[config.mk]
export PLATFORM = sky130hd
export DESIGN_NAME = unidade_controle_sequenciador
export DESIGN_NICKNAME = d
export VERILOG_FILES = /design/src/rtl/unidade_controle_sequenciador_pkg.sv /design/src/rtl/unidade_controle_sequenciador.sv
export SDC_FILE = /design/constraint.sdc
export NUM_CORES = 1
export LEC_CHECK = 0
export BUFFER_PORTS_ARGS = -buffer_cell sky130_fd_sc_hd__buf_2
export CORE_MARGIN = 4
export CORE_UTILIZATION = 30
export CTS_CLUSTER_DIAMETER = 30
export DETAILED_ROUTE_END_ITERATION = 12
export HOLD_SLACK_MARGIN = 0.08
export PLACE_DENSITY = 0.63
export SYNTH_ARGS = -nofsm -noshare
export SYNTH_HDL_FRONTEND = slang
export SYNTH_SLANG_ARGS = --single-unit
[constraint.sdc]
create_clock -name clock -period 2 [get_ports clock]
set_input_delay 0.2 -clock clock [delete_from_list [all_inputs] [get_ports clock]]
set_output_delay 0.2 -clock clock [all_outputs]
set_load 0.05 [all_outputs]
[src/rtl/unidade_controle_sequenciador_pkg.sv]
// Shared state codes for the memory-game control unit; also used by the
// datapath debug decoder and the benches.
package unidade_controle_sequenciador_pkg;

  localparam int EST_W = 5;

  localparam logic [EST_W-1:0] INICIAL           = 5'h00;
  localparam logic [EST_W-1:0] PREPARACAO        = 5'h01;
  localparam logic [EST_W-1:0] INICIA_RODADA     = 5'h02;
  localparam logic [EST_W-1:0] MOSTRA_LED        = 5'h03;
  localparam logic [EST_W-1:0] APAGA_LED         = 5'h04;
  localparam logic [EST_W-1:0] PROXIMO_LED       = 5'h05;
  localparam logic [EST_W-1:0] PROXIMA_SEQUENCIA = 5'h07;
  localparam logic [EST_W-1:0] INICIO_JOGADA     = 5'h09;
  localparam logic [EST_W-1:0] ESPERA_JOGADA     = 5'h0A;
  localparam logic [EST_W-1:0] REGISTRA          = 5'h0B;
  localparam logic [EST_W-1:0] COMPARACAO        = 5'h0C;
  localparam logic [EST_W-1:0] PROXIMA_JOGADA    = 5'h0D;
  localparam logic [EST_W-1:0] FINAL_ACERTOU     = 5'h0E;
  localparam logic [EST_W-1:0] FINAL_ERROU       = 5'h0F;
  localparam logic [EST_W-1:0] FINAL_TIMEOUT     = 5'h10;

endpackage

[src/rtl/unidade_controle_sequenciador.sv]
// Moore FSM sequencing the memory-game datapath: replay, collect, compare.
// Optional macro TIMEOUT_EN enables the play-wait timeout ending.
module unidade_controle_sequenciador
  import unidade_controle_sequenciador_pkg::*;
#(
  parameter int ESTADO_W = EST_W
) (
  input  logic                clock,
  input  logic                reset,
  input  logic                jogar,
  input  logic                jogada_feita,
  input  logic                igual_jogada,
  input  logic                fim_jogada,
  input  logic                fim_seq,
  input  logic                fim_tempo_led,
  input  logic                timeout,
  output logic                zera_e,
  output logic                conta_e,
  output logic                zera_l,
  output logic                conta_l,
  output logic                zera_r,
  output logic                registra_r,
  output logic                zera_t,
  output logic                conta_t,
  output logic                leds_en,
  output logic                pronto,
  output logic                ganhou,
  output logic                perdeu,
  output logic                db_timeout,
  output logic [ESTADO_W-1:0] db_estado
);

  logic [ESTADO_W-1:0] r_estado;
  logic [ESTADO_W-1:0] w_proximo;

`ifndef TIMEOUT_EN
  logic w_unused_timeout;
  assign w_unused_timeout = timeout;
`endif

  always_ff @(posedge clock) begin
    if (reset) r_estado <= INICIAL;
    else       r_estado <= w_proximo;
  end

  always_comb begin
    w_proximo = INICIAL;
    case (r_estado)
      INICIAL:           w_proximo = jogar ? PREPARACAO : INICIAL;
      PREPARACAO:        w_proximo = INICIA_RODADA;
      INICIA_RODADA:     w_proximo = MOSTRA_LED;
      MOSTRA_LED:        w_proximo = fim_tempo_led ? APAGA_LED : MOSTRA_LED;
      APAGA_LED: begin
        if (!fim_tempo_led)  w_proximo = APAGA_LED;
        else if (fim_jogada) w_proximo = INICIO_JOGADA;
        else                 w_proximo = PROXIMO_LED;
      end
      PROXIMO_LED:       w_proximo = MOSTRA_LED;
      INICIO_JOGADA:     w_proximo = ESPERA_JOGADA;
      // A button press in the same cycle as timeout still counts as a play.
      ESPERA_JOGADA: begin
        if (jogada_feita) w_proximo = REGISTRA;
`ifdef TIMEOUT_EN
        else if (timeout) w_proximo = FINAL_TIMEOUT;
`endif
        else              w_proximo = ESPERA_JOGADA;
      end
      REGISTRA:          w_proximo = COMPARACAO;
      COMPARACAO: begin
        if (!igual_jogada)   w_proximo = FINAL_ERROU;
        else if (!fim_jogada) w_proximo = PROXIMA_JOGADA;
        else if (fim_seq)    w_proximo = FINAL_ACERTOU;
        else                 w_proximo = PROXIMA_SEQUENCIA;
      end
      PROXIMA_JOGADA:    w_proximo = ESPERA_JOGADA;
      PROXIMA_SEQUENCIA: w_proximo = INICIA_RODADA;
      FINAL_ACERTOU:     w_proximo = jogar ? PREPARACAO : FINAL_ACERTOU;
      FINAL_ERROU:       w_proximo = jogar ? PREPARACAO : FINAL_ERROU;
`ifdef TIMEOUT_EN
      FINAL_TIMEOUT:     w_proximo = jogar ? PREPARACAO : FINAL_TIMEOUT;
`endif
      default:           w_proximo = INICIAL;
    endcase
  end

  always_comb begin
    zera_e     = 1'b0;
    conta_e    = 1'b0;
    zera_l     = 1'b0;
    conta_l    = 1'b0;
    zera_r     = 1'b0;
    registra_r = 1'b0;
    zera_t     = 1'b0;
    conta_t    = 1'b0;
    leds_en    = 1'b0;
    pronto     = 1'b0;
    ganhou     = 1'b0;
    perdeu     = 1'b0;
    db_timeout = 1'b0;
    case (r_estado)
      PREPARACAO: begin
        zera_l = 1'b1;
        zera_r = 1'b1;
        zera_e = 1'b1;
        zera_t = 1'b1;
      end
      INICIA_RODADA: begin
        zera_e = 1'b1;
        zera_t = 1'b1;
      end
      MOSTRA_LED: begin
        leds_en = 1'b1;
        conta_t = 1'b1;
      end
      APAGA_LED:         conta_t = 1'b1;
      PROXIMO_LED: begin
        conta_e = 1'b1;
        zera_t  = 1'b1;
      end
      INICIO_JOGADA: begin
        zera_e = 1'b1;
        zera_t = 1'b1;
        zera_r = 1'b1;
      end
      ESPERA_JOGADA:     conta_t = 1'b1;
      REGISTRA:          registra_r = 1'b1;
      PROXIMA_JOGADA: begin
        conta_e = 1'b1;
        zera_t  = 1'b1;
      end
      PROXIMA_SEQUENCIA: conta_l = 1'b1;
      FINAL_ACERTOU: begin
        pronto = 1'b1;
        ganhou = 1'b1;
      end
      FINAL_ERROU: begin
        pronto = 1'b1;
        perdeu = 1'b1;
      end
`ifdef TIMEOUT_EN
      FINAL_TIMEOUT: begin
        pronto     = 1'b1;
        perdeu     = 1'b1;
        db_timeout = 1'b1;
      end
`endif
      default: ;
    endcase
  end

  assign db_estado = r_estado;

endmodule
# Yosys cells after proc, flatten, opt, wreduce, memory -nomap -nowiden
# Index checks and enable logic that the tools add are counted.
# Widths: inputs -> output; s select.
# op_classes
eq_ne	13
n_mux	23
reduce_logical	10
# ops
operator	n
$pmux 4 s11	1
$eq 5x4->1 const B	7
$mux 4	7
$eq 5x3->1 const B	3
$mux 1	14
$reduce_or 2->1	6
$eq 5x2->1 const B	2
$reduce_or 3->1	2
$eq 5x1->1 const B	1
$logic_not 5->1	1
$reduce_or 5->1	1
$mux 3	1
# totals
input_bits	9
word_cells	47
reg_bits	5
output_inout_bits	18

# Longest topological paths before layout
# logic_depth
word_depth	4
ltp_mapped	5
ltp_nobuf	4

# Worst setup path after synthesis
# No wires, ideal clock.
# synth_path
kind	flip-flop to output port
start	register r_estado[1], in the netlist db_estado[1]
end	output port zera_t
t_required_ps	1800
stages_incl_launch_ff	5
path_slack_ps	-476
path_buffers	2
t_arrival_ps	2276
path_cell_list	dfxtp_1 buf_6 buf_2 nand2_1 o31ai_1
# synth_via
elab_chain_len	3
elab_cells_between_ends	7
classes_between	eq/ne (5); mux (1); reduce/logical (1)
# synth_rtl
item	line	rtl
start: declaration	unidade_controle_sequenciador.sv:33	logic [ESTADO_W-1:0] r_estado;
start signal: assignment	unidade_controle_sequenciador.sv:43	else r_estado <= w_proximo;
$eq 5x4->1, or another cell as far along	unidade_controle_sequenciador.sv:100	case (r_estado)
$reduce_or 5->1 (no source line) (*)	n/a	
$mux 1 (*)	unidade_controle_sequenciador.sv:100	
end: declaration	unidade_controle_sequenciador.sv:23	output logic zera_t,
# Every way passes the cells marked *; elsewhere a longest branch is shown, timed or not.

# Final worst setup path
# layout_path
start	register r_estado[1], in the netlist db_estado[1]
end	output port conta_t
# layout_via
elab_chain_len	3
elab_cells_between_ends	5
classes_between	eq/ne (3); mux (1); reduce/logical (1)
# layout_rtl
item	line	rtl
$eq 5x2->1, or another cell as far along	unidade_controle_sequenciador.sv:100	
$reduce_or 3->1 (no source line) (*)	n/a	
$mux 1 (*)	unidade_controle_sequenciador.sv:100	
end: declaration	unidade_controle_sequenciador.sv:24	output logic conta_t,
# Marks and branches as above.

==> flow_summary.json <==
{
  "status": "finished clean",
  "synthArstFlopShare_pct": 0,
  "critPathLaunchType": "flip-flop",
  "rsz0062_at_grt": "no",
  "final_cell_mix": "buf_2, nor2_1, nand2_1",
  "postCtsSetupBuffers": 0,
  "clkSinkCount": 4,
  "layout-drive-gt1-share_pct": 37.4,
  "cts_resized": 0,
  "hold_start": "reset",
  "r2r_cells": 4,
  "wirelength_um": 1480,
  "critPathBufInv": 1,
  "crit_type": "reg -> out",
  "cp-end-kind": "output port",
  "synth_top_area_share_pct": 14.8,
  "tns_ns": 0,
  "synth_seq_cells": 4,
  "synthCells": 79,
  "clockPowerShare_pct": 25.5,
  "grt-busiest-layer": "met2",
  "met3_usage_pct": 0.593,
  "hpwlAfterDp_um": 1100,
  "final.setup_skew_ns": 0.00188,
  "routabilityCongestion": 0.838,
  "diodes": 0,
  "cts_hold_buf": 0,
  "power_density_mw_per_mm2": 568,
  "timing.rr.end": "db_estado[0]",
  "fin_crit_sh_pct": 89.6,
  "drtPass1Iterations": 4,
  "tightest_slew_ns": 0.517,
  "path_delay_family": "flip-flops",
  "die_w_um": 50.5,
  "yosysUniqueCellTypes": 36,
  "pwr-share-seq_pct": 28.0,
  "grt_max_degree": 21,
  "drtIter0Drc": 10,
  "cp_cell_sequence": "nand2_1 -> nor3_4 -> o21bai_2 -> buf_2",
  "clk_latency_ns": 0.23,
  "ant_nets": 0,
  "routedWlPerCell_um": 11.9,
  "p_switching_mw": 0.184,
  "p_int_mw": 0.205,
  "final_area_um2": 684,
  "die_area_mm2": 0.00255,
  "rows": 15,
  "numPortBuffers": 23,
  "via_per_inst": 4.83,
  "synth-edff-count": 0,
  "grt_use_met1_pct": 14.0,
  "maxSlewViolCount": 0,
  "nets": 110,
  "fmax_mhz": 558,
  "antenna_found_initial": 0,
  "cts_tree": "done",
  "largest_reg_flops": 4,
  "grt_pass1_wl_um": 2530,
  "p_sw_share_pct": 47.4,
  "grt_usage_pct": 12.2,
  "vdd_drop_max_mv": 0.170,
  "r2r-start": "db_estado[3]",
  "cts_buffer_depth": 2,
  "area_delta_synth_final_pct": 26.3,
  "drc": 0,
  "syn_area_per_cell_um2": 6.86,
  "critical_path_arrival_ns": 1.59,
  "ys_top_cells_by_area": "dfxtp_1, nor2_1, a21oi_1",
  "pin_count": 27,
  "synth_ff_type": "dfxtp_1",
  "htreeDepth": 1,
  "multi_input_area_um2": 410,
  "cts_root_buf": "clkbuf_4",
  "power.leakage_nw": 0.319,
  "cts_buffers": 3,
  "yosys.area.top_type": "dfxtp_1",
  "cp_slowest_cell": "dfxtp_2",
  "max_cap_violations": 0,
  "n_fill_cell": 199,
  "core_region_area_mm2": 0.00173,
  "start_util_pct": 31.4,
  "regArea_um2": 82.6,
  "min_period_ns": 1.79,
  "grt_pass1_vias": 612,
  "clkTransAtPathRegs_ns": 0.04,
  "yosysWarnings": 0,
  "maxSlewHeadroom_pct": 65.5,
  "cpPeakStageDelay_ns": 0.53,
  "pwr-share-comb_pct": 46.4,
  "ys_seq_area_share_pct": 14.8,
  "met2_usage_pct": 24.3,
  "netlist_area_um2": 542,
  "dpl-instance-area_um2": 662,
  "cp_max_fo": 19,
  "path_depth": 4,
  "hold_viol_final": 0,
  "die_h_um": 50.5,
  "overflow": 0,
  "hold_path.class": "in -> reg",
  "crit_path_end": "conta_t",
  "vias": 599,
  "finalSetupViolations": 0,
  "crit_start": "db_estado[1]",
  "final_common_cell": "buf_2",
  "rrSetupSlack_ns": 0.44,
  "crit_required_ns": 1.80
}
[cell families (layout without fill, tap and decap cells)]
group	count (synthesis)	in the layout	share of synthesized area, %
AOI/OAI and AO/OA	23	23	28.9
xor gates and xnor gates	1	1	1.62
buffers and inverters	11	30	13.9
DFF	4	4	14.8
other	1	2	0.692
and+or+nand+nor	39	39	40.2
[layout make-up]
class,count,share of cell area (%)
Multi-Input combinational cell,65,60.0
Timing Repair Buffer,25,19.0
Sequential cell,4,12.1
Tap cell,25,4.57
Clock buffer,3,3.29
Inverter,2,1.10
[layer usage]
layer	wire [µm]	part of all wire [%]	vias to the layer above
li1	-	-	315
met1	662	45	271
met2	764	52	13
met3	52	3.5	0
met4	0	0	0
met5	0	0	-
[synth_stat cells, types with 2 or more instances]
cell type  instances
nand2_1            7
o21ai_0            2
buf_6              2
nand4b_1           2
a21oi_1            6
nor3_1             2
and3_1             2
inv_1              2
dfxtp_1            4
o21a_1             2
a21boi_1           2
buf_2              3
nand2b_1           3
nor2_1            11
buf_4              4
a211oi_1           2
nor2b_1            3
nand3_1            2
[power groups by stage]
stage               logic, mW  registers, mW  clock network [mW]
floorplan               0.148          0.111                   0
global placement        0.179          0.109                   0
detailed placement      0.181          0.110                   0
CTS                     0.181          0.109               0.103
global route            0.194          0.111               0.109
finish                  0.181          0.109              0.0992
[worst min path at each step]
| stage | endpoint | slack, ns | cells after the start |
|---|---|---|---|
| finish | db_estado[0] | 0.24 | 3 |
| global route | db_estado[1] | 0.25 | 3 |
| CTS | db_estado[0] | 0.24 | 3 |
| detailed placement | db_estado[0] | 0.48 | 3 |
| global placement | db_estado[0] | 0.47 | 3 |
| floorplan | db_estado[1] | 0.35 | 2 |
[worst register-to-register path, cell delays in order (launching register included)]
cell and delay (ns):
dfxtp_1 0.64, buf_4 0.27, xor2_1 0.16, o32ai_1 0.09, o31a_1 0.28
[stage by stage]
step           instances  power [mW]  util, %  worst slack (ns)  hold slack (ns)
2_1_floorplan         80       0.259        -           -0.0532            0.353
3_3_place_gp         121       0.289     38.3             0.467            0.472
3_5_place_dp         121       0.291     38.3             0.451            0.477
4_1_cts              124       0.393     39.6             0.210            0.237
5_1_grt              124       0.413     39.6            0.0986            0.251
6_report             124       0.389     39.6             0.207            0.243
Note: power is estimated with default switching activity, not from simulation.
